### src/rtl/if_id_pipe_reg_pkg.sv
// Shared widths, hazard-mode bit positions, NOP encoding and IF/ID occupancy states.
// No logic of its own: no latency, no backpressure.
`ifndef INST_WIDTH
`define INST_WIDTH 32
`endif
`ifndef SYS_ADDR_SPACE
`define SYS_ADDR_SPACE 32
`endif

package if_id_pipe_reg_pkg;

  localparam int          FLUSH_BIT = 0;
  localparam int          STALL_BIT = 1;
  localparam logic [31:0] NOP_ENC   = 32'h0000_0013;  // addi x0,x0,0

  typedef enum logic [1:0] {
    ST_EMPTY = 2'd0,
    ST_ONE   = 2'd1,
    ST_TWO   = 2'd2
  } pipe_state_e;

endpackage

### src/rtl/if_id_pipe_reg_if.sv
// Fetch/decode handshake bundle between IF, the IF/ID register and ID, plus the hazard mode.
// Wires only: no latency; ready/valid carried unchanged.
interface if_id_pipe_reg_if #(
  parameter int ADDR_W = `SYS_ADDR_SPACE,
  parameter int INST_W = `INST_WIDTH
);
  logic [1:0]        mode_i;
  logic              in_valid_i;
  logic              in_ready_o;
  logic [ADDR_W-1:0] pc_i;
  logic [INST_W-1:0] instr_i;
  logic              out_valid_o;
  logic              out_ready_i;
  logic [ADDR_W-1:0] pc_o;
  logic [INST_W-1:0] instr_o;

  // master: the surrounding pipeline (fetch, decode, hazard unit)
  modport master (
    output mode_i, in_valid_i, pc_i, instr_i, out_ready_i,
    input  in_ready_o, out_valid_o, pc_o, instr_o
  );

  // slave: the IF/ID register itself
  modport slave (
    input  mode_i, in_valid_i, pc_i, instr_i, out_ready_i,
    output in_ready_o, out_valid_o, pc_o, instr_o
  );
endinterface

### src/rtl/if_id_pipe_reg_entry.sv
// One {valid, pc, instr} slot with clear > load > hold priority; clear leaves a NOP bubble.
// Latency 1 cycle; no backpressure of its own, the owner decides when to load.
module pipe_entry_reg
  import if_id_pipe_reg_pkg::*;
#(
  parameter int                ADDR_W    = `SYS_ADDR_SPACE,
  parameter int                INST_W    = `INST_WIDTH,
  parameter logic [INST_W-1:0] NOP_INSTR = INST_W'(NOP_ENC)
) (
  input  logic              clk_i,
  input  logic              rst_i,
  input  logic              clr,
  input  logic              ld,
  input  logic [ADDR_W-1:0] pc_d,
  input  logic [INST_W-1:0] instr_d,
  output logic              vld_q,
  output logic [ADDR_W-1:0] pc_q,
  output logic [INST_W-1:0] instr_q
);

  always_ff @(posedge clk_i) begin
    if (rst_i || clr) begin
      vld_q   <= 1'b0;
      pc_q    <= '0;
      instr_q <= NOP_INSTR;
    end else if (ld) begin
      vld_q   <= 1'b1;
      pc_q    <= pc_d;
      instr_q <= instr_d;
    end
  end

endmodule

### src/rtl/if_id_pipe_reg.sv
// IF->ID pipeline register, valid/ready with stall/flush and an optional 2-entry skid buffer.
// Latency 1 cycle; with SKID_EN=1 in_ready_o depends only on state and stall, else on out_ready_i.
module if_id_pipe_reg
  import if_id_pipe_reg_pkg::*;
#(
  parameter int                INST_W    = `INST_WIDTH,
  parameter int                ADDR_W    = `SYS_ADDR_SPACE,
  parameter logic [INST_W-1:0] NOP_INSTR = INST_W'(NOP_ENC),
  parameter bit                SKID_EN   = 1'b1
) (
  input  logic                clk_i,
  input  logic                rst_i,
  if_id_pipe_reg_if.slave     bus
);

  pipe_state_e state_q, state_d;

  logic              stall, flush, in_rdy, out_vld, accept, dequeue;
  logic              main_ld, main_clr, main_from_skid, skid_ld, skid_clr;
  logic              main_vld, skid_vld;
  logic [ADDR_W-1:0] main_pc, skid_pc, main_pc_d;
  logic [INST_W-1:0] main_instr, skid_instr, main_instr_d;

  assign stall = bus.mode_i[STALL_BIT];
  assign flush = bus.mode_i[FLUSH_BIT] & ~stall;

  assign in_rdy = SKID_EN ? ((state_q != ST_TWO) & ~stall)
                          : ((~main_vld | bus.out_ready_i) & ~stall);

  // Gated by reset so no downstream handshake can complete in the reset cycle.
  assign out_vld = main_vld & ~rst_i;

  // A flushed input is acknowledged to IF but dropped here.
  assign accept  = bus.in_valid_i & in_rdy & ~flush;
  assign dequeue = out_vld & bus.out_ready_i & ~stall & ~flush;

  always_ff @(posedge clk_i) begin
    if (rst_i) state_q <= ST_EMPTY;
    else       state_q <= state_d;
  end

  always_comb begin
    state_d        = state_q;
    main_ld        = 1'b0;
    main_clr       = flush;
    main_from_skid = 1'b0;
    skid_ld        = 1'b0;
    skid_clr       = flush;
    if (flush) begin
      state_d = ST_EMPTY;
    end else if (!stall) begin
      case (state_q)
        ST_EMPTY: begin
          if (accept) begin
            main_ld = 1'b1;
            state_d = ST_ONE;
          end
        end
        ST_ONE: begin
          if (accept && dequeue) begin
            main_ld = 1'b1;
          end else if (accept) begin
            skid_ld = 1'b1;
            state_d = ST_TWO;
          end else if (dequeue) begin
            main_clr = 1'b1;
            state_d  = ST_EMPTY;
          end
        end
        ST_TWO: begin
          if (dequeue) begin
            main_ld        = 1'b1;
            main_from_skid = 1'b1;
            skid_clr       = 1'b1;
            state_d        = ST_ONE;
          end
        end
        default: state_d = ST_EMPTY;
      endcase
    end
  end

  assign main_pc_d    = main_from_skid ? skid_pc    : bus.pc_i;
  assign main_instr_d = main_from_skid ? skid_instr : bus.instr_i;

  pipe_entry_reg #(.ADDR_W(ADDR_W), .INST_W(INST_W), .NOP_INSTR(NOP_INSTR)) u_main (
    .clk_i   (clk_i),
    .rst_i   (rst_i),
    .clr     (main_clr),
    .ld      (main_ld),
    .pc_d    (main_pc_d),
    .instr_d (main_instr_d),
    .vld_q   (main_vld),
    .pc_q    (main_pc),
    .instr_q (main_instr)
  );

  pipe_entry_reg #(.ADDR_W(ADDR_W), .INST_W(INST_W), .NOP_INSTR(NOP_INSTR)) u_skid (
    .clk_i   (clk_i),
    .rst_i   (rst_i),
    .clr     (skid_clr),
    .ld      (skid_ld),
    .pc_d    (bus.pc_i),
    .instr_d (bus.instr_i),
    .vld_q   (skid_vld),
    .pc_q    (skid_pc),
    .instr_q (skid_instr)
  );

  assign bus.in_ready_o  = in_rdy;
  assign bus.out_valid_o = out_vld;
  assign bus.pc_o        = out_vld ? main_pc    : '0;
  assign bus.instr_o     = out_vld ? main_instr : NOP_INSTR;

endmodule

### src/flat_wrapper.sv
// flat-port wrapper written by rule: the top's interface ports become plain ports
module if_id_pipe_reg_flat import if_id_pipe_reg_pkg::*;
#(
  parameter int                INST_W    = `INST_WIDTH,
  parameter int                ADDR_W    = `SYS_ADDR_SPACE,
  parameter logic [INST_W-1:0] NOP_INSTR = INST_W'(NOP_ENC),
  parameter bit                SKID_EN   = 1'b1
)
  (clk_i, rst_i, bus_mode_i, bus_in_valid_i, bus_pc_i, bus_instr_i, bus_out_ready_i, bus_in_ready_o, bus_out_valid_o, bus_pc_o, bus_instr_o);
  if_id_pipe_reg_if #(.ADDR_W(ADDR_W), .INST_W(INST_W)) bus_i ();
  input  logic clk_i;
  input  logic rst_i;
  input wire logic [$bits(bus_i.mode_i)-1:0] bus_mode_i;
  input wire logic [$bits(bus_i.in_valid_i)-1:0] bus_in_valid_i;
  input wire logic [$bits(bus_i.pc_i)-1:0] bus_pc_i;
  input wire logic [$bits(bus_i.instr_i)-1:0] bus_instr_i;
  input wire logic [$bits(bus_i.out_ready_i)-1:0] bus_out_ready_i;
  output wire logic [$bits(bus_i.in_ready_o)-1:0] bus_in_ready_o;
  output wire logic [$bits(bus_i.out_valid_o)-1:0] bus_out_valid_o;
  output wire logic [$bits(bus_i.pc_o)-1:0] bus_pc_o;
  output wire logic [$bits(bus_i.instr_o)-1:0] bus_instr_o;
  assign bus_i.mode_i = bus_mode_i;
  assign bus_i.in_valid_i = bus_in_valid_i;
  assign bus_i.pc_i = bus_pc_i;
  assign bus_i.instr_i = bus_instr_i;
  assign bus_i.out_ready_i = bus_out_ready_i;
  assign bus_in_ready_o = bus_i.in_ready_o;
  assign bus_out_valid_o = bus_i.out_valid_o;
  assign bus_pc_o = bus_i.pc_o;
  assign bus_instr_o = bus_i.instr_o;
  if_id_pipe_reg #(.INST_W(INST_W), .ADDR_W(ADDR_W), .NOP_INSTR(NOP_INSTR), .SKID_EN(SKID_EN)) u_core (.clk_i(clk_i), .rst_i(rst_i), .bus(bus_i));
endmodule
### config.mk
export PLATFORM = sky130hd
export DESIGN_NAME = if_id_pipe_reg_flat
export DESIGN_NICKNAME = d
export VERILOG_FILES = /design/src/rtl/if_id_pipe_reg_pkg.sv /design/src/rtl/if_id_pipe_reg_if.sv /design/src/rtl/if_id_pipe_reg_entry.sv /design/src/rtl/if_id_pipe_reg.sv /design/src/flat_wrapper.sv
export SDC_FILE = /design/constraint.sdc
export NUM_CORES = 1
export LEC_CHECK = 0
export BUFFER_PORTS_ARGS = -buffer_cell sky130_fd_sc_hd__buf_2
export CORE_UTILIZATION = 50
export DETAILED_ROUTE_END_ITERATION = 10
export GPL_TIMING_DRIVEN = 1
export HOLD_SLACK_MARGIN = 0.06
export PLACE_DENSITY = 0.82
export RECOVER_POWER = 25
export SETUP_SLACK_MARGIN = 0.15
export SYNTH_ARGS = -nofsm -noshare
export SYNTH_HDL_FRONTEND = slang
export SYNTH_HIERARCHICAL = 1
export SYNTH_SLANG_ARGS = --single-unit
export TNS_END_PERCENT = 50
### constraint.sdc
create_clock -name clk_i -period 3.6 [get_ports clk_i]
set_input_delay 0.18 -clock clk_i [delete_from_list [all_inputs] [get_ports clk_i]]
set_output_delay 0.18 -clock clk_i [all_outputs]
set_load 0.01 [all_outputs]
# Word level (Yosys, flattened, before mapping)
# Index checks and enable logic that the tools add are counted.
classes:
  eq_ne: 7
  reduce_logical: 6
  bitwise_logic: 11
  n_mux: 29
ops:
  columns: ["operator", "count"]
  rows:
  - ["$mux W32", 4]
  - ["$mux W1", 18]
  - ["$mux W2", 5]
  - ["$and A1 B1 Y1", 8]
  - ["$pmux W2 S3", 1]
  - ["$reduce_and A5 Y1", 1]
  - ["$ne A2 B1 Y1 const B", 2]
  - ["$ne A2 B2 Y1 const B", 2]
  - ["$ne A3 B1 Y1 const B", 1]
  - ["$not A1 Y1", 3]
  - ["$pmux W1 S3", 1]
  - ["$eq A2 B1 Y1 const B", 1]
  - ["$eq A2 B2 Y1 const B", 1]
  - ["$logic_not A2 Y1", 1]
  - ["$logic_or A1 B1 Y1", 2]
  - ["$reduce_or A2 Y1", 1]
  - ["$logic_and A1 B1 Y1", 1]
totals:
  regBits: 131
  out_inout_bits: 66
  in_bits: 70
  word_cells: 59

# Logic depth before layout (Yosys ltp)
depth:
  word_depth: 12
  ltp_mapped: 10
  depth_no_buf: 6

# By module
# The synthesis kept the hierarchy.
modules_own_cells:
  columns: ["module", "cells_per_inst", "area_each_um2", "n_inst", "seq_area_each_um2"]
  rows:
  - ["pipe_entry_reg", 211, 2336.0, 2, 1301.2]
  - ["if_id_pipe_reg", 172, 1676.6, 1, 40.0]

# Worst setup path after synthesis
# No wires, ideal clock.
synth_path:
  kind: "reg-to-reg"
  start: "register u_core.u_main.vld_q"
  end: "register u_core.u_main.instr_q[0]"
  period_less_slack_ps: 1761
  setup_time_ps: 121
  stages_incl_launch_ff: 11
  arrival_ps: 1640
  slack_ps: 1839
  cell_sequence: "dfxtp_1 nor2b_1 buf_2 buf_2 o211ai_1 o31ai_1 and2_1 buf_6 buf_6 mux2i_1 nand2_1"
synth_between:
  elab_cells_between_ends: 20
synth_lines:
  columns: ["item", "line_no", "text"]
  rows:
  - ["from (decl)", "if_id_pipe_reg_entry.sv:16", "output logic vld_q,"]
  - ["from (signal assigned)", "if_id_pipe_reg_entry.sv:23", "vld_q <= 1'b0;"]
  - ["from (signal assigned)", "if_id_pipe_reg_entry.sv:27", "vld_q <= 1'b1;"]
  - ["$and A1 B1 Y1 (*)", "if_id_pipe_reg.sv:31", "assign out_vld = main_vld & ~rst_i;"]
  - ["$and A1 B1 Y1 (*) (3 in series)", "if_id_pipe_reg.sv:35", "assign dequeue = out_vld & bus.out_ready_i & ~stall & ~flush;"]
  - ["$logic_and A1 B1 Y1", "if_id_pipe_reg.sv:60", "if (accept && dequeue) begin"]
  - ["$mux W1", "if_id_pipe_reg.sv:60", null]
  - ["$pmux W1 S3 (*)", "if_id_pipe_reg.sv:52", "case (state_q)"]
  - ["$mux W1 (*)", "if_id_pipe_reg.sv:51", "end else if (!stall) begin"]
  - ["$mux W1 (*)", "if_id_pipe_reg.sv:49", "if (flush) begin"]
  - ["net u_core.main_ld", "if_id_pipe_reg.sv:19", "logic main_ld, main_clr, main_from_skid, skid_ld, skid_clr;"]
  - ["to (signal assigned)", "if_id_pipe_reg_entry.sv:29", "instr_q <= instr_d;"]
  - ["to (decl)", "if_id_pipe_reg_entry.sv:18", "output logic [INST_W-1:0] instr_q"]
# Mark *: on every way through the listed nets, which the timed path passes. The rest lies on a longest branch.
# A chain may end at the register's enable or synchronous reset.

# Worst setup path in the final report
layout_path:
  start: "register u_core.u_main.vld_q"
  end: "register u_core.u_main.instr_q[5]"
layout_between:
  elab_chain_cells: 11
  elab_cells_between_ends: 20
layout_rtl:
  columns: ["item", "line_no", "text"]
  rows:
  - ["$and A1 B1 Y1 (*)", "if_id_pipe_reg.sv:31", null]
  - ["$and A1 B1 Y1 (*) (3 in series)", "if_id_pipe_reg.sv:35", null]
  - ["$mux W1", "if_id_pipe_reg.sv:65", "end else if (dequeue) begin"]
  - ["$mux W1", "if_id_pipe_reg.sv:62", "end else if (accept) begin"]
  - ["$mux W1 (*)", "if_id_pipe_reg.sv:60", null]
  - ["$mux W1 (*)", "if_id_pipe_reg.sv:52", null]
  - ["$mux W1 (*)", "if_id_pipe_reg.sv:51", null]
  - ["$mux W1 (*)", "if_id_pipe_reg.sv:49", null]
  - ["net u_core.main_clr", "if_id_pipe_reg.sv:19", null]
  - ["$logic_or A1 B1 Y1 (*)", "if_id_pipe_reg_entry.sv:22", "if (rst_i || clr) begin"]
# Marks and branches as above.

==> flow_metrics.tcl <==
set metrics [dict create \
    remaining_drc_errors 0 \
    rsz0062_at_grt "no" \
    n_fill_cell 925 \
    fin_tns_setup_ps 0 \
    cts_setup_buffers 0 \
    nets 843 \
    core_area_um2 12200 \
    viasPerCell 5.04 \
    maxSlewViolCount 44 \
    timing.final.ws_setup_ps 603 \
    drt_wl_total_mm 14.7 \
    cp_max_fo 68 \
    fin_cells 952 \
    min_period_over_period_pct 83.2 \
    dieWidth_um 114 \
    p_total_mw 3.31 \
    placed_cell_area_um2 6940 \
    drv_cap 1 \
    syn_nets 661 \
    slowest_stage "buf_4" \
    cts.sinks 131 \
    diodes 0 \
    status "finished with violations" \
    period_minus_slack_ps 3000 \
    ant_nets 0 \
    dieArea_um2 13100 \
    leakagePower_nw 3.37 \
    final_util_pct 66.0 \
    end_kind "flop" \
    cts_buffer_depth 2 \
    drive_above_1_share_pct 26.1 \
    vias 4801 \
    grt_pass1_wl_mm 23.2 \
    tightest_slew_ps 1530 \
    timing.critical_path.buf_inv 2 \
    globalRouteTotalUtil_pct 22.9 \
    numCtsBuffers 17 \
    syn2layout_area_growth_pct 26.9 \
    criticalPathCategory "reg -> reg" \
    hold_path.class "in -> reg" \
    crit_path_start_kind "flop" \
    die_h_um 114 \
    crit_arrival_ps 3280 \
    overflow 0 \
    syn_area_um2 6320 \
    num_io_pins 136 \
    finalHoldViolations 0 \
    rows 40 \
    holdWs_ps 69.7 \
    insertion_delay_ps 410 \
    timing.fmax_mhz 334 \
    critPathTopFamily "simple AND/OR/NAND/NOR gates" \
    fin_worst_skew_ps 7.45 \
    globalplace.congestion 0.781 \
    violations "capacitance limit, slew limit" \
    syn_inst 591 \
    port_buffers 135 \
    cts_hold_buf 62 \
    avgSynthCellArea_um2 10.7 \
    antenna_found_initial 0 \
    cts_resized 0 \
    cts_tree "yes" \
    peakVddDrop_v 0.000256 \
    finalSetupViolations 0 \
    placed_cells 860 \
    h-tree-depth 4 \
    multi_input_area_um2 3320 \
    seqCellArea_um2 2620 \
    drtPass1Iterations 4 \
    relSlewSlack_pct -1.75 \
    max_stage_delay_ps 570 \
    clk_transition_reported_paths_ps 60 \
    dp_hpwl_mm 9.01 \
    worstPathRequired_ps 3880 \
    crit_chain "nor2b_1, buf_4, a41oi_1, nor2_1, or2_2, buf_4, nor2_1" \
    first_global_vias 4978 \
    cts-root-buf "clkbuf_16" \
    grt_max_degree 69 \
    final_cell_area_um2 8020 \
    pre_cts_slack_ps 895 \
    yosysWarnings 6 \
    wire_per_inst_um 15.4 \
    initial_core_util_pct 52.0 \
    powerDensity_nw_per_um2 413 \
    drt_iter0_drc 198 \
]
[metal layers]
metal,part of all wire [%],GRT usage (%)
met4,2.2,10.9
met2,52,42.5
met3,4.1,4.92
met5,0,0
met1,41,24.5
[final timing paths]
kind                                                from                   endpoint  slack, ps  depth (start not counted)
worst max-delay path                 u_core/u_main/vld_q   u_core/u_main/instr_q[5]        600                          7
worst min-delay path                     bus_instr_i[18]  u_core/u_skid/instr_q[18]         70                          3
worst max register to register       u_core/u_main/vld_q   u_core/u_main/instr_q[5]        600                          7
worst min register to register  u_core/u_main/instr_q[0]   u_core/u_main/instr_q[0]        470                          2
[power breakdown]
group	leakage (nW)	switching, mW	internal [mW]
clock	0.265	0.590	0.936
sequential	1.06	0.0121	1.47
combinational	2.04	0.133	0.166
[sequential cells by signal, summed over array words and instances, names as in the netlist]
| name | count |
|---|---|
| u_core/u_skid/instr_q | 32 |
| u_core/u_main/instr_q | 32 |
| u_core/u_skid/pc_q | 32 |
| u_core/u_main/pc_q | 32 |
| u_core/u_main/vld_q | 1 |
| u_core/state_q | 2 |
[worst reg2reg max path, cell delays in order, from the launching register on]
cell	delay (ps)
dfxtp_1	320
nor2b_1	430
buf_4	570
a41oi_1	230
nor2_1	180
or2_2	540
buf_4	470
nor2_1	120
[cells in the final DEF (no fill, tap or decap), types with 10 or more instances in the layout]
cell / count
and2_1: 51
mux2_4: 60
clkbuf_16: 17
nor2_1: 129
mux2i_1: 128
and2_0: 10
buf_2: 100
dfxtp_1: 131
clkbuf_1: 38
dlygate4sd3_1: 62
[cell type report]
type                    instances  area share [%]
repair buffers                205            16.6
clock inverters                 6           0.374
flip-flops and latches        131            32.7
multi-input cells             416            41.4
clock buffers                  24            6.13
inverters                       2          0.0936
well taps                     168            2.62
No activity file was read; power rests on OpenSTA's default activity.
